[src/rtl/attack_pkg.sv]
`default_nettype none
// +--------------------------------------------------------------------------+
// | attack_pkg                                                               |
// | Shared types and origin offsets for the melee attack engine.             |
// | Rev 1.0 - initial release                                                |
// +--------------------------------------------------------------------------+
package attack_pkg;

   typedef enum logic [1:0] {
      DIR_DOWN  = 2'd0,
      DIR_LEFT  = 2'd1,
      DIR_UP    = 2'd2,
      DIR_RIGHT = 2'd3
   } dir_t;

   typedef enum logic [1:0] {
      ATK_IDLE     = 2'd0,
      ATK_ACTIVE   = 2'd1,
      ATK_COOLDOWN = 2'd2
   } atk_state_t;

   // Hitbox origin relative to the player sprite top-left, per facing.
   localparam int OFF_DOWN_X  = -2;
   localparam int OFF_DOWN_Y  = 20;
   localparam int OFF_LEFT_X  = 0;
   localparam int OFF_LEFT_Y  = 2;
   localparam int OFF_UP_X    = 1;
   localparam int OFF_UP_Y    = 0;
   localparam int OFF_RIGHT_X = 18;
   localparam int OFF_RIGHT_Y = 2;

   function automatic int origin_off_x(input dir_t d);
      case (d)
         DIR_DOWN: return OFF_DOWN_X;
         DIR_LEFT: return OFF_LEFT_X;
         DIR_UP:   return OFF_UP_X;
         default:  return OFF_RIGHT_X;
      endcase
   endfunction

   function automatic int origin_off_y(input dir_t d);
      case (d)
         DIR_DOWN: return OFF_DOWN_Y;
         DIR_LEFT: return OFF_LEFT_Y;
         DIR_UP:   return OFF_UP_Y;
         default:  return OFF_RIGHT_Y;
      endcase
   endfunction

endpackage
`default_nettype wire

[src/rtl/attack_hitbox.sv]
`default_nettype none
// +--------------------------------------------------------------------------+
// | attack_hitbox                                                            |
// | Combinational in-box test and sprite ROM address for the slash hitbox.   |
// | Rev 1.0 - initial release                                                |
// +--------------------------------------------------------------------------+
module attack_hitbox
   import attack_pkg::*;
#(
   parameter int COORD_W = 9,
   parameter int SHORT   = 16,
   parameter int LONG    = 80,
   parameter int ADDR_W  = 10
) (
   input  logic [COORD_W-1:0] i_ox,
   input  logic [COORD_W-1:0] i_oy,
   input  dir_t               i_dir,
   input  logic [ADDR_W-1:0]  i_form,
   input  logic [COORD_W-1:0] i_px,
   input  logic [COORD_W-1:0] i_py,
   output logic               o_in_box,
   output logic [ADDR_W-1:0]  o_addr
);

   // Two extra bits: one for sign, one so origin +/- LONG never overflows.
   localparam int SW     = COORD_W + 2;
   localparam int SH_LOG = $clog2(SHORT);

   localparam logic signed [SW-1:0] C_SHORT = SW'(SHORT);
   localparam logic signed [SW-1:0] C_LONG  = SW'(LONG);
   localparam logic signed [SW-1:0] C_ONE   = SW'(1);

   logic signed [SW-1:0] w_ox, w_oy, w_px, w_py;
   logic signed [SW-1:0] w_x_lo, w_x_hi, w_y_lo, w_y_hi;
   logic signed [SW-1:0] w_dx, w_dy;

   assign w_ox = $signed({2'b00, i_ox});
   assign w_oy = $signed({2'b00, i_oy});
   assign w_px = $signed({2'b00, i_px});
   assign w_py = $signed({2'b00, i_py});

   // Box bounds and 0-based distances from the blade root, per facing.
   always_comb begin
      w_x_lo = w_ox;
      w_x_hi = w_ox + C_LONG;
      w_y_lo = w_oy;
      w_y_hi = w_oy + C_SHORT;
      w_dx   = w_px - w_ox;
      w_dy   = w_py - w_oy;
      case (i_dir)
         DIR_DOWN: begin
            w_x_hi = w_ox + C_SHORT;
            w_y_hi = w_oy + C_LONG;
         end
         DIR_LEFT: begin
            w_x_lo = w_ox - C_LONG;
            w_x_hi = w_ox;
            w_dx   = w_ox - C_ONE - w_px;
         end
         DIR_UP: begin
            w_x_hi = w_ox + C_SHORT;
            w_y_lo = w_oy - C_LONG;
            w_y_hi = w_oy;
            w_dy   = w_oy - C_ONE - w_py;
         end
         default: begin
         end
      endcase
   end

   // Pixels are never negative or past the raster, so the signed compare
   // clips the box at the screen edges instead of wrapping it.
   // Inside the box the short-axis distance is already below SHORT, so
   // taking both distances mod SHORT gives the tile address for every facing.
   always_comb begin
      o_in_box = (w_px >= w_x_lo) && (w_px < w_x_hi) &&
                 (w_py >= w_y_lo) && (w_py < w_y_hi);
      o_addr   = (i_form << (2 * SH_LOG)) +
                 ADDR_W'({w_dy[SH_LOG-1:0], w_dx[SH_LOG-1:0]});
   end

endmodule
`default_nettype wire

[src/rtl/attack_engine.sv]
`default_nettype none
// +--------------------------------------------------------------------------+
// | attack_engine                                                            |
// | Frame-paced melee attack sequencer with hitbox / sprite address output.  |
// | Rev 1.0 - initial release                                                |
// +--------------------------------------------------------------------------+
module attack_engine
   import attack_pkg::*;
#(
   parameter int         COORD_W         = 9,
   parameter int         SHORT           = 16,
   parameter int         LONG            = 80,
   parameter int         N_FORMS         = 2,
   parameter int         FORM_FRAMES     = 2,
   parameter int         ACTIVE_FRAMES   = 4,
   parameter int         COOLDOWN_FRAMES = 4,
   parameter logic [7:0] ATTACK_KEY      = 8'd44,
   parameter bit         AUTO_REPEAT     = 1'b0,
   parameter int         ADDR_W          = 10
) (
   input  logic               Clk,
   input  logic               Reset,
   input  logic               frame_tick,
   input  logic [7:0]         keycode,
   input  logic [COORD_W-1:0] player_x,
   input  logic [COORD_W-1:0] player_y,
   input  logic [1:0]         player_dir,
   input  logic [COORD_W-1:0] pixel_x,
   input  logic [COORD_W-1:0] pixel_y,
   output logic               is_obj,
   output logic [ADDR_W-1:0]  obj_addr,
   output logic               obj_on,
   output logic [COORD_W-1:0] obj_x,
   output logic [COORD_W-1:0] obj_y,
   output logic [1:0]         obj_dir,
   output logic               attack_start,
   output logic               busy
);

   localparam int CNT_MAX = (ACTIVE_FRAMES > COOLDOWN_FRAMES) ? ACTIVE_FRAMES : COOLDOWN_FRAMES;
   localparam int CNT_W   = (CNT_MAX > 1) ? $clog2(CNT_MAX) : 1;
   localparam int FORM_W  = (N_FORMS > 1) ? $clog2(N_FORMS) : 1;
   localparam int FF_W    = (FORM_FRAMES > 1) ? $clog2(FORM_FRAMES) : 1;

   localparam logic [CNT_W-1:0]  C_ACT_LOAD  = CNT_W'(ACTIVE_FRAMES - 1);
   localparam logic [CNT_W-1:0]  C_COOL_LOAD = CNT_W'((COOLDOWN_FRAMES > 0) ? COOLDOWN_FRAMES - 1 : 0);
   localparam logic [FORM_W-1:0] C_FORM_LAST = FORM_W'(N_FORMS - 1);
   localparam logic [FF_W-1:0]   C_FF_LAST   = FF_W'(FORM_FRAMES - 1);

   atk_state_t         r_state, w_state_nxt;
   logic [CNT_W-1:0]   r_cnt;
   logic [FORM_W-1:0]  r_form;
   logic [FF_W-1:0]    r_ff;
   logic               r_armed;
   logic [COORD_W-1:0] r_obj_x, r_obj_y;
   dir_t               r_obj_dir;
   logic               r_attack_start, r_obj_on, r_busy;

   logic               w_key_hit, w_cnt_zero, w_start;
   logic               w_in_box, w_is_obj;
   logic [ADDR_W-1:0]  w_box_addr, w_obj_addr;
   dir_t               w_pdir;

   assign w_key_hit  = (keycode == ATTACK_KEY);
   assign w_cnt_zero = (r_cnt == '0);
   assign w_pdir     = dir_t'(player_dir);

   // FSM state register.
   always_ff @(posedge Clk or posedge Reset) begin
      if (Reset) r_state <= ATK_IDLE;
      else       r_state <= w_state_nxt;
   end

   // FSM next state: transitions only on frame ticks.
   always_comb begin
      w_state_nxt = r_state;
      if (frame_tick) begin
         case (r_state)
            ATK_IDLE: begin
               if (w_key_hit && r_armed) w_state_nxt = ATK_ACTIVE;
            end
            ATK_ACTIVE: begin
               if (w_cnt_zero) begin
                  if (COOLDOWN_FRAMES == 0) w_state_nxt = ATK_IDLE;
                  else                      w_state_nxt = ATK_COOLDOWN;
               end
            end
            ATK_COOLDOWN: begin
               if (w_cnt_zero) w_state_nxt = ATK_IDLE;
            end
            default: w_state_nxt = ATK_IDLE;
         endcase
      end
   end

   // FSM outputs: attack trigger strobe and the gated hitbox pixel outputs.
   always_comb begin
      w_start    = frame_tick && (r_state == ATK_IDLE) && w_key_hit && r_armed;
      w_is_obj   = w_in_box && (r_state == ATK_ACTIVE);
      w_obj_addr = w_is_obj ? w_box_addr : '0;
   end

   // Phase counter, animation form stepping and origin/direction latch.
   always_ff @(posedge Clk or posedge Reset) begin
      if (Reset) begin
         r_cnt     <= '0;
         r_form    <= '0;
         r_ff      <= '0;
         r_obj_x   <= '0;
         r_obj_y   <= '0;
         r_obj_dir <= DIR_DOWN;
      end else if (frame_tick) begin
         if (w_start) begin
            r_cnt     <= C_ACT_LOAD;
            r_form    <= '0;
            r_ff      <= '0;
            r_obj_dir <= w_pdir;
            r_obj_x   <= player_x + COORD_W'(origin_off_x(w_pdir));
            r_obj_y   <= player_y + COORD_W'(origin_off_y(w_pdir));
         end else if (r_state == ATK_ACTIVE) begin
            r_cnt <= w_cnt_zero ? C_COOL_LOAD : r_cnt - 1'b1;
            if (r_ff == C_FF_LAST) begin
               r_ff   <= '0;
               r_form <= (r_form == C_FORM_LAST) ? '0 : r_form + 1'b1;
            end else begin
               r_ff <= r_ff + 1'b1;
            end
         end else if (r_state == ATK_COOLDOWN) begin
            r_cnt <= w_cnt_zero ? '0 : r_cnt - 1'b1;
         end
      end
   end

   // Arming: without auto-repeat the key must be seen released before re-firing.
   always_ff @(posedge Clk or posedge Reset) begin
      if (Reset) begin
         r_armed <= 1'b1;
      end else if (AUTO_REPEAT) begin
         r_armed <= 1'b1;
      end else if (frame_tick) begin
         if (w_start)         r_armed <= 1'b0;
         else if (!w_key_hit) r_armed <= 1'b1;
      end
   end

   // Registered status: start strobe and state flags lagging the state by one Clk.
   always_ff @(posedge Clk or posedge Reset) begin
      if (Reset) begin
         r_attack_start <= 1'b0;
         r_obj_on       <= 1'b0;
         r_busy         <= 1'b0;
      end else begin
         r_attack_start <= w_start;
         r_obj_on       <= (r_state == ATK_ACTIVE);
         r_busy         <= (r_state != ATK_IDLE);
      end
   end

   attack_hitbox #(
      .COORD_W (COORD_W),
      .SHORT   (SHORT),
      .LONG    (LONG),
      .ADDR_W  (ADDR_W)
   ) u_hitbox (
      .i_ox     (r_obj_x),
      .i_oy     (r_obj_y),
      .i_dir    (r_obj_dir),
      .i_form   (ADDR_W'(r_form)),
      .i_px     (pixel_x),
      .i_py     (pixel_y),
      .o_in_box (w_in_box),
      .o_addr   (w_box_addr)
   );

   assign is_obj       = w_is_obj;
   assign obj_addr     = w_obj_addr;
   assign obj_on       = r_obj_on;
   assign obj_x        = r_obj_x;
   assign obj_y        = r_obj_y;
   assign obj_dir      = r_obj_dir;
   assign attack_start = r_attack_start;
   assign busy         = r_busy;

endmodule
`default_nettype wire
[config.mk]
export PLATFORM = sky130hd
export DESIGN_NAME = attack_engine
export DESIGN_NICKNAME = d
export VERILOG_FILES = /design/src/rtl/attack_pkg.sv /design/src/rtl/attack_hitbox.sv /design/src/rtl/attack_engine.sv
export SDC_FILE = /design/constraint.sdc
export NUM_CORES = 1
export LEC_CHECK = 0
export CAP_MARGIN = 15
export CORE_UTILIZATION = 50
export CTS_CLUSTER_DIAMETER = 30
export CTS_CLUSTER_SIZE = 25
export DETAILED_ROUTE_END_ITERATION = 6
export GPL_TIMING_DRIVEN = 0
export PLACE_DENSITY = 0.84
export SLEW_MARGIN = 20
export SYNTH_ARGS = -nofsm -noshare
export SYNTH_HDL_FRONTEND = slang
export SYNTH_SLANG_ARGS = --single-unit
[constraint.sdc]
create_clock -name Clk -period 4.3 [get_ports Clk]
set_input_delay 0.645 -clock Clk [delete_from_list [all_inputs] [get_ports Clk]]
set_output_delay 0.645 -clock Clk [all_outputs]
set_load 0.02 [all_outputs]
=== Word level (Yosys, flattened, before mapping) ===
Index checks and enable logic that the tools add are counted.

* Register bits after elaboration: 30
* Bits of input ports: 49
* Word-level logic and storage cells: 98

* $add $sub $neg: 18
* Order comparisons: 4
* Eq/ne operators: 11
* Multiplexer cells: 31
* Reductions and logical operators: 23

{| class="wikitable"
|+ Operator list
! kind !! number
|-
| case mux 10 bit (2 select lines) || 2
|-
| 2-to-1 mux 9 bit || 4
|-
| case mux 9 bit (3 select lines) || 1
|-
| greater-or-equal comparator 10 x 11 -> 1 bit || 2
|-
| 2-to-1 mux 11 bit || 2
|-
| adder 9 x 5 -> 10 bit, second input constant || 2
|-
| adder 9 x 7 -> 10 bit, second input constant || 2
|-
| < comparator 9 x 10 -> 1 bit || 2
|-
| subtractor 9 x 7 -> 10 bit, second input constant || 2
|-
| adder 9 bit || 2
|-
| 2-to-1 mux 2 bit || 8
|-
| subtractor 4 bit || 4
|-
| adder 9 x 8 -> 10 bit || 1
|-
| 2-to-1 mux 10 bit || 1
|-
| case mux 5 bit (2 select lines) || 1
|-
| 2-to-1 mux 1 bit || 9
|-
| equality test 8 x 6 -> 1 bit, second input constant || 1
|-
| logical AND 1 bit || 8
|-
| logical NOT 2 bit || 4
|-
| 2-to-1 mux 4 bit || 2
|-
| AND reduction 2 bit || 4
|-
| subtractor 4 x 1 -> 4 bit, second input constant || 2
|-
| equality test 2 x 1 -> 1 bit, second input constant || 3
|-
| equality test 2 bit, second input constant || 3
|-
| 10 further kinds || 15
|}

=== Depth between registers and ports, before layout ===
* Word-level depth: 9
* Gate-level depth with buffers: 12
* Gate-level depth less buffers: 12

=== By module ===
Synthesis repeated with hierarchy kept, for this count alone.

* Cells, all modules: 412
* Area total of the unflattened synthesis: 3,457.1 um^2

{| class="wikitable"
|+ Modules (own cells, without submodules)
! module !! times used !! cells each !! area each (um^2) !! seq. area each (um^2)
|-
| attack_engine || 1 || 224 || 2,029.4 || 752.0
|-
| attack_hitbox || 1 || 188 || 1,427.6 || 0.0
|}

=== Worst setup path after synthesis ===
Ideal clock, no wire load.

* Kind: register -> output
* Start point: reg r_obj_dir[0] (netlist: obj_dir[0])
* End point: out obj_addr[0]
* Data arrival time: 3.011 ns
* Path slack: 0.644 ns
* Stages on the path, launching flop included: 13
* Buffers on the path: 0
* Path through: dfrtp_1 > nor2_1 > ha_1 > a31oi_1 > nor2_1 > xnor2_1 > ha_1 > or4_1 > a21oi_1 > o21ai_0 > o211ai_1 > nand4_2 > nor3_1

* Word-level cells in the longest chain between the ends: 9
* Elaborated cells on any way between the ends: 19
* Those cells by class: add/sub (1); order compare (4); eq/ne (2); mux (6); reduce/logical (6)

{| class="wikitable"
|+ RTL lines
! item !! line !! RTL
|-
| from (decl) || attack_engine.sv:56 || <nowiki>dir_t r_obj_dir;</nowiki>
|-
| from (signal assigned) || attack_engine.sv:117 || <nowiki>r_obj_dir <= w_pdir;</nowiki>
|-
| equality test 2 bit or logical NOT 2 bit (tied branches) || attack_hitbox.sv:50 || <nowiki>case (i_dir)</nowiki>
|-
| OR reduction 2 bit (no source line) || n/a ||
|-
| case mux 10 bit (2 select lines) || attack_hitbox.sv:50 ||
|-
| < comparator 9 x 10 -> 1 bit || attack_hitbox.sv:76 || <nowiki>o_in_box = (w_px >= w_x_lo) && (w_px < w_x_hi) &&</nowiki>
|-
| logical AND 1 bit (2 in a row) || attack_hitbox.sv:76 ||
|-
| logical AND 1 bit || attack_hitbox.sv:77 || <nowiki>(w_py >= w_y_lo) && (w_py < w_y_hi);</nowiki>
|-
| logical AND 1 bit || attack_engine.sv:99 || <nowiki>w_is_obj = w_in_box && (r_state == ATK_ACTIVE);</nowiki>
|-
| 2-to-1 mux 10 bit * || attack_engine.sv:100 || <nowiki>w_obj_addr = w_is_obj ? w_box_addr : '0;</nowiki>
|-
| to (decl) || attack_engine.sv:31 || <nowiki>output logic [ADDR_W-1:0] obj_addr,</nowiki>
|}

Every way passes the cells marked *; elsewhere a longest branch is shown, timed or not.

=== Worst setup path after layout ===
* Start point: reg r_obj_dir[0] (netlist: obj_dir[0])
* End point: out is_obj

* Word-level cells in the longest chain between the ends: 8
* Elaborated cells on any way between the ends: 16
* Those cells by class: order compare (4); eq/ne (2); mux (4); reduce/logical (6)

{| class="wikitable"
|+ RTL lines
! item !! line !! RTL
|-
| equality test 2 bit or logical NOT 2 bit (tied branches) || attack_hitbox.sv:50 ||
|-
| OR reduction 2 bit (no source line) || n/a ||
|-
| case mux 10 bit (2 select lines) || attack_hitbox.sv:50 ||
|-
| < comparator 9 x 10 -> 1 bit || attack_hitbox.sv:76 ||
|-
| logical AND 1 bit (2 in a row) || attack_hitbox.sv:76 ||
|-
| logical AND 1 bit * || attack_hitbox.sv:77 ||
|-
| logical AND 1 bit * || attack_engine.sv:99 ||
|-
| to (decl) || attack_engine.sv:30 || <nowiki>output logic is_obj,</nowiki>
|}

Marked as above.

==> reports/metrics.csv <==
metric,value,unit
pwr dens,212,nW/um^2
initial antenna violation count,0,
cts bufs inserted,5,
FF-to-FF path depth,5,
post-synth top area share,0.229,
Worst-path clk slew,60,ps
Worst-Margin Slew,665,ps
r2r setup slk,2770,ps
stages on the worst setup path,14,
final setup margin,246,ps
min Tclk post-route,4050,ps
WL final,7370,microns
r2r endpoint,obj_x[5],
Seq. cell area,754,sq um
critical path class,reg2out,
Root Buffer,clkbuf_8,
MaxCap Viol Count,0,
crit-path max cell delay,500,ps
Synth async-reset ratio,1.00,
core area,6030,sq um
crit share post-route,0.943,
Vias,2901,
Final Power,0.878,mW
Yosys reg bits,30,
clk buf depth,2,
Detailed Place HPWL,6070,microns
critical path arrival,3410,ps
Worst setup SP type,flop,
CP startpoint,obj_dir[0],
vias in the first global route,2697,
largest net degree at the start of global routing,31,
"slowest stage cell, crit path",or4_1,
# placed instances,531,
setup slack at placement,37.5,ps
Syn Nets,480,
Die X,81.6,microns
# diodes,0,
Fin Clk Skew,3.66,ps
initial drt markers,90,
Pleak,1.88,nW
total grt overflow,0,
first-pass GRT wire length,12000,microns
Reg2Reg Launch Point,r_state[1],
final std cells w/o fill,541,
worst path bufs/invs,2,
"critical path, cell by cell",nor2_2 -> ha_1 -> a31oi_2 -> nor2_1 -> xnor2_1 -> ha_1 -> or4_1 -> a21oi_1 -> o21ai_0 -> o211ai_1 -> nand4_2 -> buf_4 -> nor2_1 -> dlygate4sd2_1,
VDD IR max,0.198,mV
die area,6660,sq um
critical path capture point type,output port,
share of cells above drive strength 1,0.0815,
Highest Clock Rate,247,MHz
final hold vios,0,
CTS tree,yes,
"Seq/Total Area, Yosys",0.237,
Routed Antenna Nets,0,
Worst Hold Path Cells,2,
setup tns final,0,ps
Std-Cell Rows,28,
Post-CTS Hold Fix Bufs,0,
GP Congestion,0.834,
nets@finish,570,
"Avg Cell Area, Syn",8.42,sq um
Synth cell types,47,
relative slew slack,0.554,
TritonRoute pass-1 iters,4,
area of the multi-input gates,2220,sq um
H-Tree Depth,2,
"Data required, critical path",3650,ps
RSZ-0062 raised after global routing,false,
area grow syn2layout,30.9,%
ys flop type,dfrtp_1,
"top cells by count, synth","ha_1, nand2_1, inv_1, nor2_1, dfrtp_1",
vias per inst,5.36,
die height,81.6,microns
Post-synth EDFFs,0,
I/O Pins,83,
Crit Path Max Fanout,8,
Initial Util,0.526,
# DRC,0,
clk_lat worst skew,270,ps
post-layout util,0.688,
cell area after synthesis,3170,sq um
ranking of synthesized cells by area,"dfrtp_1, ha_1, xnor2_1, nand2_1, inv_1",
Hold WC Path Type,reg2reg,
cell accounting for the most synthesized area,dfrtp_1,
status,completed,
Worst path top cell family by delay,simple AND/OR/NAND/NOR gates,
Tot GR Track Use,0.236,
final-report max-slew violation count,0,
average routed wire per standard cell,13.6,microns
Num Clock Sinks,30,
Final setup viols,0,
most common cell in the synthesized netlist,ha_1,
Filler cells,485,
Mapped Cells,376,
IO buf count,80,
warnings from Yosys,0,
CP endpoint,is_obj,
## layout by cell type (no fill, tap or decap), types with 3 or more instances in the layout
| cell | synthesis | routed |
|---|---|---|
| ha_1 | 51 | 51 |
| inv_1 | 31 | 30 |
| o211ai_1 | 4 | 4 |
| nand2b_1 | 5 | 5 |
| o21ai_0 | 18 | 18 |
| clkbuf_1 | 4 | 4 |
| a31oi_1 | 6 | 5 |
| nor3_1 | 15 | 15 |
| a21o_1 | 5 | 5 |
| clkbuf_8 | 0 | 5 |
| a211oi_1 | 3 | 3 |
| nand3_1 | 6 | 6 |
| buf_6 | 3 | 3 |
| clkdlybuf4s50_1 | 0 | 70 |
| nor2_1 | 30 | 29 |
| xnor2_1 | 28 | 28 |
| dfrtp_1 | 29 | 27 |
| nand2_1 | 38 | 38 |
| nor2b_1 | 10 | 10 |
| xor2_1 | 13 | 13 |
| nand4_1 | 3 | 3 |
| dlygate4sd2_1 | 0 | 3 |
| clkbuf_2 | 0 | 5 |
| o21ai_1 | 15 | 15 |
| buf_4 | 3 | 7 |
| and2_1 | 3 | 3 |
| a21oi_1 | 20 | 20 |
| fa_1 | 4 | 4 |
## kinds of logic (layout without fill, tap and decap cells)
group	count (synthesis)	in the layout	share of synthesized area
AND/OR/NAND/NOR	119	119	0.189
other	1	1	0.00118
multiplexers	2	2	0.00632
AO/OA/AOI/OAI	83	83	0.161
adder cells (fa/ha/maj)	55	55	0.227
buffers and inverters	45	135	0.0652
XOR/XNOR	41	41	0.113
flip-flops	30	30	0.237
## worst reg2reg max path: cells and delay by family (launching register included)
kind	cells	cell delay (ps)
flip-flops	1	450
AND/OR/NAND/NOR	3	630
AO/OA/AOI/OAI	1	70
buffers and inverters	1	270
## power by group
| part | switching (mW) | internal (mW) | total (mW) |
|---|---|---|---|
| sequential | 0.0248 | 0.307 | 0.332 |
| combinational | 0.169 | 0.171 | 0.340 |
| clock | 0.0986 | 0.108 | 0.207 |
| total | 0.292 | 0.586 | 0.878 |
## timing repair
item / CTS / global route
endpoints found under the hold margin: 0 / 0
setup endpoints to repair: 10 / 10
resized for setup: 13 / 24
pin swaps: 1 / 0
setup buffers: 2 / 1
## registers in the layout, summed over array words and instances (netlist names)
| signal | flops |
|---|---|
| busy | 1 |
| obj_on | 1 |
| obj_x | 9 |
| obj_y | 9 |
| r_armed | 1 |
| r_form | 1 |
| obj_dir | 2 |
| r_ff | 1 |
| r_state | 2 |
| attack_start | 1 |
| r_cnt | 2 |
## layout make-up
type,instances,share of cell area
Clock inverter,2,0.00242
Multi-Input combinational cell,301,0.535
Sequential cell,30,0.182
Clock buffer,5,0.0166
Inverter,32,0.0290
Timing Repair Buffer,83,0.191
Tap cell,75,0.0226
Buffer,13,0.0214
## routing by layer
metal | global-route usage | part of all wire | vias up
li1 | - | - | 1479
met1 | 0.303 | 0.45 | 1335
met2 | 0.418 | 0.49 | 75
met3 | 0.0311 | 0.042 | 12
met4 | 0.0579 | 0.012 | 0
met5 | 0 | 0 | -
## how the worst min path moves through the flow
| stage | start | to | slack, ps |
|---|---|---|---|
| 6_report | obj_y[3] | obj_y[3] | 520 |
| 5_1_grt | r_armed | r_armed | 550 |
| 4_1_cts | obj_y[3] | obj_y[3] | 520 |
| 3_5_place_dp | obj_y[3] | obj_y[3] | 510 |
| 3_3_place_gp | r_armed | r_armed | 510 |
| 2_1_floorplan | r_armed | r_armed | 500 |
## metrics by stage
stage                     hold WS (ps)  cell area (sq um)
after floorplan                    496               3170
after CTS                          519               4150
after detailed placement           506               4060
after global routing               546               4140
final                              521               4140
after global placement             507               4060
Note: power is estimated with default switching activity, not from simulation.
